[src/rtl/lifo_fifo_ctrl_pkg.sv]
// Shared types and constants for the lifo_fifo_ctrl block.
package lifo_fifo_pkg;

    typedef enum logic {
        MODE_FIFO = 1'b0,
        MODE_LIFO = 1'b1
    } lf_mode_t;

    typedef enum logic [1:0] {
        OP_NONE,
        OP_PUSH,
        OP_POP
    } lf_op_t;

    localparam logic MEM_WRITE = 1'b1;
    localparam logic MEM_READ  = 1'b0;

endpackage

[src/rtl/lifo_fifo_ctrl_if.sv]
// Producer request/response bus plus single-port memory command bus.
// almost_full/almost_empty exist only when LIFO_FIFO_CTRL_ALMOST_EN is defined.
interface lifo_fifo_ctrl_if #(
    parameter int unsigned ADDR_W = 4,
    parameter int unsigned DATA_W = 32,
    parameter int unsigned CNT_W  = 3
) ();
    logic              mode;
    logic              push;
    logic [DATA_W-1:0] din;
    logic              pop;
    logic              push_rdy;
    logic              pop_rdy;
    logic [DATA_W-1:0] rd_data;
    logic              rd_valid;
    logic              full;
    logic              empty;
    logic [CNT_W-1:0]  count;
    logic              ovf;
    logic              udf;
    logic              clr_err;
    logic              mem_valid;
    logic              mem_r_w;
    logic [ADDR_W-1:0] mem_addr;
    logic [DATA_W-1:0] mem_din;
    logic [DATA_W-1:0] mem_dout;
`ifdef LIFO_FIFO_CTRL_ALMOST_EN
    logic              almost_full;
    logic              almost_empty;
`endif

    // Producer and memory side (drives requests, returns read data).
    modport master (
        output mode, push, din, pop, clr_err, mem_dout,
        input  push_rdy, pop_rdy, rd_data, rd_valid, full, empty, count,
               ovf, udf, mem_valid, mem_r_w, mem_addr, mem_din
`ifdef LIFO_FIFO_CTRL_ALMOST_EN
        , input almost_full, almost_empty
`endif
    );

    // Controller side.
    modport slave (
        input  mode, push, din, pop, clr_err, mem_dout,
        output push_rdy, pop_rdy, rd_data, rd_valid, full, empty, count,
               ovf, udf, mem_valid, mem_r_w, mem_addr, mem_din
`ifdef LIFO_FIFO_CTRL_ALMOST_EN
        , output almost_full, almost_empty
`endif
    );

endinterface

[src/rtl/lifo_fifo_ctrl_wrap_ptr.sv]
// Modulo-DEPTH pointer with synchronous clear (priority) and increment.
module lf_wrap_ptr #(
    parameter int unsigned DEPTH = 4,
    parameter int unsigned W     = 4
) (
    input  logic         clk_i,
    input  logic         rst_ni,
    input  logic         clr_i,
    input  logic         inc_i,
    output logic [W-1:0] ptr_o
);
    logic [W-1:0] ptr_q, ptr_d;

    // Next pointer: clear wins, otherwise wrap DEPTH-1 -> 0 on increment.
    always_comb begin
        ptr_d = ptr_q;
        if (clr_i) begin
            ptr_d = '0;
        end else if (inc_i) begin
            ptr_d = (ptr_q == W'(DEPTH - 1)) ? '0 : ptr_q + 1'b1;
        end
    end

    // Pointer register.
    always_ff @(posedge clk_i or negedge rst_ni) begin
        if (!rst_ni) ptr_q <= '0;
        else         ptr_q <= ptr_d;
    end

    assign ptr_o = ptr_q;
endmodule

[src/rtl/lifo_fifo_ctrl.sv]
// FIFO/LIFO control stage in front of a single-port memory: one command per
// cycle, pop has priority over push. Optional macro LIFO_FIFO_CTRL_ALMOST_EN
// adds AF_LEVEL/AE_LEVEL and almost_full/almost_empty.
module lifo_fifo_ctrl
    import lifo_fifo_pkg::*;
#(
    parameter int unsigned DEPTH  = 4,
    parameter int unsigned ADDR_W = 4,
    parameter int unsigned DATA_W = 32
`ifdef LIFO_FIFO_CTRL_ALMOST_EN
    ,
    parameter int unsigned AF_LEVEL = DEPTH - 1,
    parameter int unsigned AE_LEVEL = 1
`endif
) (
    input  logic               clk_i,
    input  logic               reset_ni,
    lifo_fifo_ctrl_if.slave    bus
);
    localparam int unsigned CNT_W = $clog2(DEPTH + 1);

    logic [CNT_W-1:0]  count_q, count_d;
    lf_mode_t          mode_q, mode_d;
    logic              rd_valid_q;
    logic              ovf_q, ovf_d, udf_q, udf_d;
    logic              empty, full, push_rdy, pop_rdy, mem_valid, ptr_clr;
    lf_op_t            op;
    logic [ADDR_W-1:0] wr_ptr, rd_ptr, mem_addr;

    // Arbitration and memory command; nothing is granted while in reset.
    always_comb begin
        empty    = (count_q == '0);
        full     = (count_q == CNT_W'(DEPTH));
        pop_rdy  = reset_ni & bus.pop & !empty;
        push_rdy = reset_ni & bus.push & !full & !pop_rdy;
        op       = pop_rdy ? OP_POP : (push_rdy ? OP_PUSH : OP_NONE);
        mem_valid = (op != OP_NONE);
        mem_addr = '0;
        case (op)
            OP_PUSH: mem_addr = (mode_q == MODE_LIFO) ? ADDR_W'(count_q) : wr_ptr;
            OP_POP:  mem_addr = (mode_q == MODE_LIFO) ? ADDR_W'(count_q - 1'b1) : rd_ptr;
            default: mem_addr = '0;
        endcase
    end

    // Next state for occupancy, mode latch and sticky error flags.
    always_comb begin
        count_d = count_q;
        if (push_rdy)     count_d = count_q + 1'b1;
        else if (pop_rdy) count_d = count_q - 1'b1;
        mode_d  = (empty && !mem_valid) ? lf_mode_t'(bus.mode) : mode_q;
        ptr_clr = (mode_d != mode_q);
        ovf_d   = bus.clr_err ? 1'b0 : ovf_q;
        if (bus.push && full && !pop_rdy) ovf_d = 1'b1;
        udf_d   = bus.clr_err ? 1'b0 : udf_q;
        if (bus.pop && empty) udf_d = 1'b1;
    end

    // State registers.
    always_ff @(posedge clk_i or negedge reset_ni) begin
        if (!reset_ni) begin
            count_q    <= '0;
            mode_q     <= MODE_FIFO;
            rd_valid_q <= 1'b0;
            ovf_q      <= 1'b0;
            udf_q      <= 1'b0;
        end else begin
            count_q    <= count_d;
            mode_q     <= mode_d;
            rd_valid_q <= pop_rdy;
            ovf_q      <= ovf_d;
            udf_q      <= udf_d;
        end
    end

    lf_wrap_ptr #(.DEPTH(DEPTH), .W(ADDR_W)) u_wr_ptr (
        .clk_i  (clk_i),
        .rst_ni (reset_ni),
        .clr_i  (ptr_clr),
        .inc_i  (push_rdy && (mode_q == MODE_FIFO)),
        .ptr_o  (wr_ptr)
    );

    lf_wrap_ptr #(.DEPTH(DEPTH), .W(ADDR_W)) u_rd_ptr (
        .clk_i  (clk_i),
        .rst_ni (reset_ni),
        .clr_i  (ptr_clr),
        .inc_i  (pop_rdy && (mode_q == MODE_FIFO)),
        .ptr_o  (rd_ptr)
    );

    assign bus.push_rdy  = push_rdy;
    assign bus.pop_rdy   = pop_rdy;
    assign bus.rd_data   = bus.mem_dout;
    assign bus.rd_valid  = rd_valid_q;
    assign bus.full      = full;
    assign bus.empty     = empty;
    assign bus.count     = count_q;
    assign bus.ovf       = ovf_q;
    assign bus.udf       = udf_q;
    assign bus.mem_valid = mem_valid;
    assign bus.mem_r_w   = (op == OP_PUSH) ? MEM_WRITE : MEM_READ;
    assign bus.mem_addr  = mem_addr;
    assign bus.mem_din   = bus.din;
`ifdef LIFO_FIFO_CTRL_ALMOST_EN
    assign bus.almost_full  = (count_q >= CNT_W'(AF_LEVEL));
    assign bus.almost_empty = (count_q <= CNT_W'(AE_LEVEL));
`endif
endmodule

[src/flat_wrapper.sv]
// flat-port wrapper written by rule: the top's interface ports become plain ports
module lifo_fifo_ctrl_flat import lifo_fifo_pkg::*;
#(
    parameter int unsigned DEPTH  = 4,
    parameter int unsigned ADDR_W = 4,
    parameter int unsigned DATA_W = 32

)
  (clk_i, reset_ni, bus_mode, bus_push, bus_din, bus_pop, bus_clr_err, bus_mem_dout, bus_push_rdy, bus_pop_rdy, bus_rd_data, bus_rd_valid, bus_full, bus_empty, bus_count, bus_ovf, bus_udf, bus_mem_valid, bus_mem_r_w, bus_mem_addr, bus_mem_din);
  lifo_fifo_ctrl_if #(.ADDR_W(ADDR_W), .DATA_W(DATA_W), .CNT_W(($clog2(DEPTH + 1)))) bus_i ();
  input  logic clk_i;
  input  logic reset_ni;
  input wire logic [$bits(bus_i.mode)-1:0] bus_mode;
  input wire logic [$bits(bus_i.push)-1:0] bus_push;
  input wire logic [$bits(bus_i.din)-1:0] bus_din;
  input wire logic [$bits(bus_i.pop)-1:0] bus_pop;
  input wire logic [$bits(bus_i.clr_err)-1:0] bus_clr_err;
  input wire logic [$bits(bus_i.mem_dout)-1:0] bus_mem_dout;
  output wire logic [$bits(bus_i.push_rdy)-1:0] bus_push_rdy;
  output wire logic [$bits(bus_i.pop_rdy)-1:0] bus_pop_rdy;
  output wire logic [$bits(bus_i.rd_data)-1:0] bus_rd_data;
  output wire logic [$bits(bus_i.rd_valid)-1:0] bus_rd_valid;
  output wire logic [$bits(bus_i.full)-1:0] bus_full;
  output wire logic [$bits(bus_i.empty)-1:0] bus_empty;
  output wire logic [$bits(bus_i.count)-1:0] bus_count;
  output wire logic [$bits(bus_i.ovf)-1:0] bus_ovf;
  output wire logic [$bits(bus_i.udf)-1:0] bus_udf;
  output wire logic [$bits(bus_i.mem_valid)-1:0] bus_mem_valid;
  output wire logic [$bits(bus_i.mem_r_w)-1:0] bus_mem_r_w;
  output wire logic [$bits(bus_i.mem_addr)-1:0] bus_mem_addr;
  output wire logic [$bits(bus_i.mem_din)-1:0] bus_mem_din;
  assign bus_i.mode = bus_mode;
  assign bus_i.push = bus_push;
  assign bus_i.din = bus_din;
  assign bus_i.pop = bus_pop;
  assign bus_i.clr_err = bus_clr_err;
  assign bus_i.mem_dout = bus_mem_dout;
  assign bus_push_rdy = bus_i.push_rdy;
  assign bus_pop_rdy = bus_i.pop_rdy;
  assign bus_rd_data = bus_i.rd_data;
  assign bus_rd_valid = bus_i.rd_valid;
  assign bus_full = bus_i.full;
  assign bus_empty = bus_i.empty;
  assign bus_count = bus_i.count;
  assign bus_ovf = bus_i.ovf;
  assign bus_udf = bus_i.udf;
  assign bus_mem_valid = bus_i.mem_valid;
  assign bus_mem_r_w = bus_i.mem_r_w;
  assign bus_mem_addr = bus_i.mem_addr;
  assign bus_mem_din = bus_i.mem_din;
  lifo_fifo_ctrl #(.DEPTH(DEPTH), .ADDR_W(ADDR_W), .DATA_W(DATA_W)) u_core (.clk_i(clk_i), .reset_ni(reset_ni), .bus(bus_i));
endmodule
[config.mk]
export PLATFORM = sky130hd
export DESIGN_NAME = lifo_fifo_ctrl_flat
export DESIGN_NICKNAME = d
export VERILOG_FILES = /design/src/rtl/lifo_fifo_ctrl_pkg.sv /design/src/rtl/lifo_fifo_ctrl_if.sv /design/src/rtl/lifo_fifo_ctrl_wrap_ptr.sv /design/src/rtl/lifo_fifo_ctrl.sv /design/src/flat_wrapper.sv
export SDC_FILE = /design/constraint.sdc
export NUM_CORES = 1
export LEC_CHECK = 0
export BUFFER_PORTS_ARGS = -buffer_cell sky130_fd_sc_hd__buf_2
export CAP_MARGIN = 30
export CELL_PAD_IN_SITES_DETAIL_PLACEMENT = 0
export CELL_PAD_IN_SITES_GLOBAL_PLACEMENT = 2
export CORE_ASPECT_RATIO = 0.6
export CORE_MARGIN = 1.5
export CORE_UTILIZATION = 19
export CTS_CLUSTER_DIAMETER = 40
export DETAILED_ROUTE_END_ITERATION = 8
export PLACE_DENSITY = 0.87
export SLEW_MARGIN = 20
export SYNTH_ARGS = -nofsm -noshare
export SYNTH_HDL_FRONTEND = slang
export SYNTH_SLANG_ARGS = --single-unit
[constraint.sdc]
create_clock -name clk_i -period 3.4 [get_ports clk_i]
set_clock_uncertainty 0.05 [all_clocks]
set_input_delay 0.51 -clock clk_i [delete_from_list [all_inputs] [get_ports clk_i]]
set_output_delay 0.51 -clock clk_i [all_outputs]
set_load 0.03 [all_outputs]
; Yosys cells after proc, flatten, opt, wreduce, memory -nomap -nowiden
; Index checks and enable logic that the tools add are counted.
[word_totals]
word_cells = 59
inputBits = 70
output_inout_bits = 80
regBits = 15
[classes]
muxes = 18
addsub = 5
eq_ne = 6
reduce_logical = 17
n_bitwise = 6
[ops]
columns = op, count
row1 = 2-to-1 mux 4 bit, 8
row2 = nonzero test 2 bit, 6
row3 = adder 4 x 1 -> 4 bit (second input constant), 2
row4 = == test 4 x 2 -> 1 bit (second input constant), 2
row5 = case mux 4 bit (2 select lines), 1
row6 = logical AND 1 bit, 6
row7 = 2-to-1 mux 1 bit, 6
row8 = 2-to-1 mux 3 bit, 2
row9 = bitwise AND 1 bit, 5
row10 = logical NOT 1 bit, 4
row11 = subtractor 3 x 1 -> 4 bit (second input constant), 1
row12 = adder 3 x 1 -> 3 bit (second input constant), 1
row13 = == test 3 bit (second input constant), 1
row14 = logical NOT 3 bit, 1
row15 = subtractor 3 x 1 -> 3 bit (second input constant), 1
row16 = == test 2 x 1 -> 1 bit (second input constant), 1
row17 = == test 2 bit (second input constant), 1
row18 = 2-to-1 mux 2 bit, 1
row19 = inequality test 1 bit, 1
row20 = inverter 1 bit, 1

; Depth between registers and ports, before layout
; Gate-level depths: netlist (run 1).
[logic_depth]
depth_word = 13
ltp_mapped = 9
ltp_nobuf = 9

; By module
; A second synthesis (run 1) with hierarchy kept.
[hier_totals]
hier_cells = 157
area_unflattened_um2 = 1448.9
[modules_own_cells]
columns = mod, area_per_inst_um2, cells_each, instances, seq_area_each_um2
row1 = lifo_fifo_ctrl, 1041.0, 123, 1, 175.2
row2 = lf_wrap_ptr, 203.9, 17, 2, 100.1

; Least setup slack after synthesis (run 1)
; No wires, ideal clock.
[synth_path]
kind = flip-flop to output port
startpoint = register u_core.count_q[0] (netlist: u_core.bus.count[0])
endpoint = output port bus_mem_addr[0]
t_arrival_ns = 2.571
path_buffers = 1
slack_ns = 0.269
path_stages_with_launch = 8
required_time_ns = 2.840
path_cell_list = dfrtp_1 -> inv_1 -> ha_1 -> nor2b_2 -> buf_6 -> nor2_1 -> a221oi_1 -> a21oi_1
[synth_via]
elab_chain_len = 9
elab_cells_between_ends = 16
cone_classes = add/sub: 1 / eq/ne: 3 / mux: 5 / bitwise: 3 / reduce/logical: 4
[synth_lines]
columns = element, line
row1 = start: declaration, lifo_fifo_ctrl.sv:22  ; logic [CNT_W-1:0] count_q, count_d;
row2 = start signal: assignment, lifo_fifo_ctrl.sv:68  ; count_q <= count_d;
row3 = logical NOT 3 bit *, lifo_fifo_ctrl.sv:32  ; empty = (count_q == '0);
row4 = net bus_empty, flat_wrapper.sv:24  ; output wire logic [$bits(bus_i.empty)-1:0] bus_empty;
row5 = logical NOT 1 bit *, lifo_fifo_ctrl.sv:34  ; pop_rdy = reset_ni & bus.pop & !empty;
row6 = bitwise AND 1 bit *, lifo_fifo_ctrl.sv:34
row7 = net bus_pop_rdy, flat_wrapper.sv:20  ; output wire logic [$bits(bus_i.pop_rdy)-1:0] bus_pop_rdy;
row8 = logical NOT 1 bit, lifo_fifo_ctrl.sv:35  ; push_rdy = reset_ni & bus.push & !full & !pop_rdy;
row9 = bitwise AND 1 bit, lifo_fifo_ctrl.sv:35
row10 = 2-to-1 mux 1 bit, lifo_fifo_ctrl.sv:36  ; op = pop_rdy ? OP_POP : (push_rdy ? OP_PUSH : OP_NONE);
row11 = 2-to-1 mux 2 bit *, lifo_fifo_ctrl.sv:36
row12 = == test 2 bit or == test 2 x 1 -> 1 bit (tied branches), lifo_fifo_ctrl.sv:39  ; case (op)
row13 = case mux 4 bit (2 select lines) *, lifo_fifo_ctrl.sv:39
row14 = end: declaration, flat_wrapper.sv:30  ; output wire logic [$bits(bus_i.mem_addr)-1:0] bus_mem_addr;
; The timed path passes the listed nets; every way through them passes the cells marked *.

; Final worst setup path (run 1)
[layout_path]
startpoint = register u_core.count_q[0] (netlist: u_core.bus.count[0])
endpoint = output port bus_mem_addr[0]
[layout_via]
elab_chain_len = 9
elab_cells_between_ends = 16
cone_classes = add/sub: 1 / eq/ne: 3 / mux: 5 / bitwise: 3 / reduce/logical: 4
[layout_lines]
columns = element, line
row1 = logical NOT 3 bit, lifo_fifo_ctrl.sv:32
row2 = logical NOT 1 bit, lifo_fifo_ctrl.sv:34
row3 = bitwise AND 1 bit, lifo_fifo_ctrl.sv:34
row4 = logical NOT 1 bit, lifo_fifo_ctrl.sv:35
row5 = bitwise AND 1 bit, lifo_fifo_ctrl.sv:35
row6 = 2-to-1 mux 1 bit, lifo_fifo_ctrl.sv:36
row7 = 2-to-1 mux 2 bit, lifo_fifo_ctrl.sv:36
row8 = == test 2 bit or == test 2 x 1 -> 1 bit (tied branches), lifo_fifo_ctrl.sv:39
row9 = case mux 4 bit (2 select lines) *, lifo_fifo_ctrl.sv:39
; Mark *: on every way between the ends. The rest lies on a longest branch, timed or not.

==> flow_summary_export.csv, run 1 <==
group,metric,value,unit
detailed_routing,via_count,866,
sta,period_share,89.5,%
clock_tree,holdBufCountCts,0,
synth,synth-seq-cells,15,
synth,yosysTopAreaCellShare,33.3,%
synth,syn_avg_cell_area,9.13,um^2
sta,finalSetupViolCount,0,
setup_path,cpLargestDelayFamily,"simple AND/OR/NAND/NOR gates",
grt,grt.overflow.total,0,
setup_path,worst_path_largest_cell_delay,470,ps
synth,synthFlopType,"dfrtp_1",
min_path,hold_class,"input pin to async pin",
sta,hold_viol,0,
setup_path,path_class,"register to output port",
synth,synth_cells,163,
setup_path,cp_num_cells,7,
setup_path,cp-endpoint,"bus_mem_addr[0]",
sta,postLayoutSetupSlackWorst,357,ps
grt,grt_pass1_wl,4730,um
detailed_routing,wirelength,2830,um
floorplan,fp.dieH,71.5,um
setup_path,rr_endpoint,"u_core.bus.count[2]$_DFFE_PN0P_",
synth,synthArstFlopShare,100,%
synth,syn_nets,238,
setup_path,rrSetupSlack,870,ps
setup_path,rr_startpoint,"u_core.bus.count[0]$_DFFE_PN0P_",
synth,yosysSeqAreaShare,25.2,%
synth,yosysMostFrequentCell,"buf_4",
power_and_ir_drop,power_leakage,0.000567,uW
cells_and_area,syn2layout_area_growth,-12.5,%
sta,relSlewSlack,55.2,%
power_and_ir_drop,ir_drop,437,uV
detailed_routing,wire_per_inst,12.6,um
grt,grt_max_degree,17,
floorplan,die-area,0.00839,mm^2
sta,maxSlewViolCount,0,
setup_path,critPathMaxFanout,10,
placed_design,place_ws,690,ps
synth,synth_edf_count,0,
synth,synth_common_cells,"buf_4 (66), dfrtp_1 (15), nor2_1 (12), mux2i_1 (8), inv_1 (7)",
setup_path,cp_slowest_cell,"nor2b_2",
setup_path,endpoint_kind,"output port",
synth,ys.warnings.count,0,
floorplan,design.core.area,0.00742,mm^2
power_and_ir_drop,power_density,905,mW/mm^2
sta,setup-tns-final,0,ps
sta,rsz0062_at_grt,"false",
sta,hold_slack,227,ps
setup_path,start_kind,"register",
clock_tree,clkTransAtPathRegs,50,ps
setup_path,path_cells,"inv_1 > ha_1 > nor2b_2 > nor2_1 > a221oi_1 > a21oi_1 > buf_2",
setup_path,r2r_cells,9,
cells_and_area,layout-drive-gt1-share,32.2,%
placed_design,port_buffers,21,
clock_tree,clk_path_buf_depth,2,
floorplan,die_x,117,um
placed_design,hpwl,2290,um
clock_tree,cts.sinks,15,
clock_tree,postCtsSetupBuffers,0,
power_and_ir_drop,total_power,1180,uW
floorplan,initial_utilization,20.1,%
cells_and_area,nNetsFinal,197,
floorplan,std_cell_rows,24,
setup_path,cp.required,2840,ps
setup_path,crit_start,"u_core.bus.count[0]$_DFFE_PN0P_",
detailed_routing,first_pass_iters,4,
detailed_routing,ant_nets,0,
sta,fmaxAchievable,0.329,GHz
floorplan,ioPinCount,150,
clock_tree,clock_latency,250,ps
grt,grt.total_usage,7.51,%
synth,synth_area,0.00149,mm^2
run,maxCapViolCount,0,
clock_tree,cts_root_buffer,"clkbuf_16",
setup_path,critPathBufInv,2,
clock_tree,cts_resized,0,
synth,synth.distinct_cells,32,
cells_and_area,antenna_cells,0,
detailed_routing,drc_errors,0,
detailed_routing,drtIter0Drc,73,
detailed_routing,vias_per_cell,3.85,
grt,grt_pass1_vias,856,
clock_tree,htree_levels,1,
clock_tree,numCtsBuffers,3,
grt,antenna_found_initial,0,
placed_design,gp_congestion,0.816,
clock_tree,cts_tree,"yes",
setup_path,arrival,2480,ps
sta,worst_slew_pin_slew,673,ps
synth,synthTopCellsByArea,"buf_4 (33%), dfrtp_1 (25%), mux2i_1 (5.4%), xnor2_1 (3.5%), ha_1 (3.4%)",
synth,yosys.area.top_type,"buf_4",
sta,period_needed,3040,ps
outcome,outcome,"complete, no violations",
-- layout make-up --
cell class                      instances  area [um^2]
Tap cell                              104          130
Fill cell                             829         6120
Clock buffer                            3         75.1
Timing Repair Buffer                   23          120
Sequential cell                        15          375
Multi-Input combinational cell         72          569
Clock inverter                          1         5.00
Inverter                                7         26.3
-- per-layer routing --
metal	wire length, um	track usage, %	up-vias
met5	0	0	-
met4	19	2.14	0
met3	245	4.23	2
met2	1100	8.79	40
met1	1460	11.2	432
li1	-	-	392
-- flip-flops by register name (all words and copies together), names as in the netlist --
| register | count |
|---|---|
| u_core.bus.udf | 1 |
| u_core.u_wr_ptr.ptr_o | 4 |
| u_core.mode_q | 1 |
| u_core.bus.count | 3 |
| u_core.bus.rd_valid | 1 |
| u_core.bus.ovf | 1 |
| u_core.u_rd_ptr.ptr_o | 4 |
-- cells by family (layout without fill, tap and decap cells) --
group / after synthesis / count (layout) / synth area share, %
simple gates: 35 / 35 / 14.0
buf+inv: 76 / 34 / 36.5
mux: 11 / 11 / 8.16
fa+ha+maj: 5 / 5 / 4.71
compound gates: 15 / 15 / 7.82
flops: 15 / 15 / 25.2
xor+xnor: 6 / 6 / 3.53
-- metrics by stage --
stage	utilization, %	instance area, um^2	std cells
6_report	17.5	1300	225
2_1_floorplan	-	1490	163
4_1_cts	17.5	1300	225
3_5_place_dp	16.5	1220	221
3_3_place_gp	16.5	1220	221
5_1_grt	17.5	1300	225
-- worst min-delay path by stage --
stage / cells past startpoint / start / slack (ps) / end
floorplan: 0 / reset_ni / 160 / u_core.bus.count[0]$_DFFE_PN0P_
global placement: 1 / u_core.bus.ovf$_DFFE_PN0P_ / 430 / u_core.bus.ovf$_DFFE_PN0P_
detailed placement: 1 / u_core.bus.ovf$_DFFE_PN0P_ / 440 / u_core.bus.ovf$_DFFE_PN0P_
CTS: 2 / reset_ni / 230 / u_core.u_rd_ptr.ptr_o[0]$_DFFE_PN0P_
global route: 2 / reset_ni / 270 / u_core.bus.count[2]$_DFFE_PN0P_
finish: 2 / reset_ni / 230 / u_core.mode_q$_DFF_PN0_
-- cell usage in the layout, fill, tap and decap left out --
cell type and count:
a21bo_2 1, a21oi_1 6, a221oi_1 2, a22o_1 1, a32o_1 1, buf_2 21, buf_4 2, clkbuf_16 3
clkinv_2 1, dfrtp_1 15, fa_1 1, ha_1 4, inv_1 7, mux2_2 1, mux2_4 2, mux2i_1 8
nand2_1 5, nand3_1 3, nand4b_1 1, nor2_1 12, nor2_2 1, nor2b_1 1, nor2b_2 2, nor3_1 2
nor3_2 2, nor3b_1 2, nor4_1 2, nor4_2 1, nor4_4 1, o21ai_0 2, o221a_4 1, o311a_1 1
xnor2_1 6
-- power by group --
part | total (uW) | leakage, uW | switching [uW] | internal (uW)
clock | 231 | 0.0000409 | 73.4 | 157
combinational | 577 | 0.000334 | 349 | 228
sequential | 369 | 0.000193 | 124 | 245
total | 1180 | 0.000567 | 547 | 631
Power figures use the tool's default switching activity.
==> inputs of run 2 (changes only) <==
--- a/constraint.sdc
+++ b/constraint.sdc
@@ -3,3 +3,3 @@
 set_input_delay 0.51 -clock clk_i [delete_from_list [all_inputs] [get_ports clk_i]]
 set_output_delay 0.51 -clock clk_i [all_outputs]
-set_load 0.03 [all_outputs]
+set_load 0.005 [all_outputs]
==> flow_summary_export.csv, run 2 (synthesis gave the netlist of run 1 again) <==
group,metric,value,unit
run,maxCapViolCount,0,
power_and_ir_drop,total_power,1060,uW
cells_and_area,fillers,839,
detailed_routing,dr_wl_met2,1030,um
clock_tree,clock_latency,240,ps
detailed_routing,first_pass_iters,4,
clock_tree,cts_tree,"yes",
setup_path,path_class,"register to output port",
placed_design,gp_congestion,0.809,
grt,grt.overflow.total,0,
sta,finalSetupViolCount,0,
detailed_routing,wirelength_met1,1410,um
cells_and_area,nNetsFinal,198,
sta,period_share,80.0,%
detailed_routing,ant_nets,0,
detailed_routing,wire_per_inst,12.2,um
grt,antenna_found_initial,0,
cells_and_area,antenna_cells,0,
setup_path,start_kind,"register",
floorplan,std_cell_rows,24,
floorplan,initial_utilization,20.1,%
detailed_routing,wirelength,2750,um
clock_tree,holdBufCountCts,0,
sta,maxSlewViolCount,0,
grt,grt_pass1_vias,821,
detailed_routing,top_layer,"met4",
sta,period_needed,2720,ps
detailed_routing,vias_per_cell,3.73,
cells_and_area,regArea,375,um^2
grt,grt.total_usage,7.24,%
cells_and_area,final_common_cell,"buf_2",
floorplan,fp.dieH,71.5,um
detailed_routing,drc_errors,0,
sta,worst_slew_pin_slew,692,ps
cells_and_area,syn2layout_area_growth,-12.1,%
power_and_ir_drop,power_density,807,mW/mm^2
setup_path,cp.required,2840,ps
detailed_routing,drtIter0Drc,30,
grt,grt_pass1_wl,4590,um
min_path,hold_class,"input pin to async pin",
placed_design,port_buffers,21,
setup_path,endpoint_kind,"output port",
sta,relSlewSlack,53.8,%
clock_tree,clk_path_buf_depth,2,
floorplan,ioPinCount,150,
floorplan,design.core.area,0.00742,mm^2
cells_and_area,final_cell_mix,"buf_2 (21), dfrtp_1 (15), nor2_1 (12), mux2i_1 (8), inv_1 (7)",
setup_path,r2r_cells,9,
sta,hold_slack,48.0,ps
detailed_routing,wl_met3,283,um
setup_path,rr_endpoint,"u_core.bus.count[2]$_DFFE_PN0P_",
sta,setup-tns-final,0,ps
outcome,outcome,"complete, no violations",
setup_path,arrival,2160,ps
setup_path,rr_startpoint,"u_core.bus.count[0]$_DFFE_PN0P_",
clock_tree,cts.sinks,15,
power_and_ir_drop,ir_drop,296,uV
power_and_ir_drop,power_leakage,0.000570,uW
sta,rsz0062_at_grt,"false",
clock_tree,postCtsSetupBuffers,0,
clock_tree,htree_levels,1,
placed_design,hpwl,2220,um
grt,grt_max_degree,17,
cells_and_area,final_util,17.6,%
clock_tree,numCtsBuffers,3,
floorplan,die-area,0.00839,mm^2
sta,hold_viol,0,
cells_and_area,layout-drive-gt1-share,32.0,%
detailed_routing,via_count,844,
clock_tree,clkTransAtPathRegs,50,ps
setup_path,critPathMaxFanout,6,
clock_tree,cts_root_buffer,"clkbuf_16",
setup_path,rrSetupSlack,850,ps
sta,fmaxAchievable,0.367,GHz
floorplan,die_x,117,um
cells_and_area,multi_input_area,569,um^2
clock_tree,cts_resized,0,
==> run 2: worst max-delay path by stage <==
stage | from | endpoint | slack (ps) | cells after the start
final | u_core.bus.count[0]$_DFFE_PN0P_ | bus_mem_addr[2] | 680 | 8
after CTS | u_core.bus.count[0]$_DFFE_PN0P_ | bus_mem_addr[2] | 690 | 8
after detailed placement | u_core.bus.count[0]$_DFFE_PN0P_ | u_core.bus.count[2]$_DFFE_PN0P_ | 870 | 9
after global placement | u_core.bus.count[0]$_DFFE_PN0P_ | u_core.bus.count[2]$_DFFE_PN0P_ | 920 | 9
after floorplan | u_core.bus.count[0]$_DFFE_PN0P_ | u_core.bus.count[2]$_DFFE_PN0P_ | 1010 | 9
after global routing | u_core.bus.count[0]$_DFFE_PN0P_ | bus_mem_addr[0] | 520 | 7
==> run 2: critical path, cell delays in order (launching register included) <==
cell     delay [ps]
dfrtp_1         410
inv_1           180
ha_1            270
nor2b_2         290
buf_4           190
nor2b_2          50
o221a_4         270
o311a_1         120
buf_2           130
==> run 2: area by class of cell <==
| type | instances | area share [%] |
|---|---|---|
| tap | 104 | 9.95 |
| timing repair buffer | 24 | 9.76 |
| sequential | 15 | 28.7 |
| inverter | 7 | 2.01 |
| multi-input combinational | 72 | 43.5 |
| clock buffer | 4 | 6.03 |
==> run 2: per-layer routing <==
| layer | track usage [%] | vias to the layer above |
|---|---|---|
| li1 | - | 395 |
| met1 | 10.9 | 399 |
| met2 | 8.20 | 46 |
| met3 | 4.06 | 4 |
| met4 | 2.54 | 0 |
| met5 | 0 | - |
==> run 2: metrics by stage <==
step           worst slack, ps  std cells  instance area [um^2]
4_1_cts                    689        226                  1310
5_1_grt                    515        226                  1310
3_3_place_gp               917        222                  1230
2_1_floorplan             1010        163                  1490
6_report                   678        226                  1310
3_5_place_dp               874        222                  1230
==> run 2: where the power goes <==
group / leakage, uW / switching, uW / internal, uW
Combinational: 0.000339 / 224 / 232
Sequential: 0.000193 / 126 / 246
Clock: 0.0000382 / 68.5 / 159
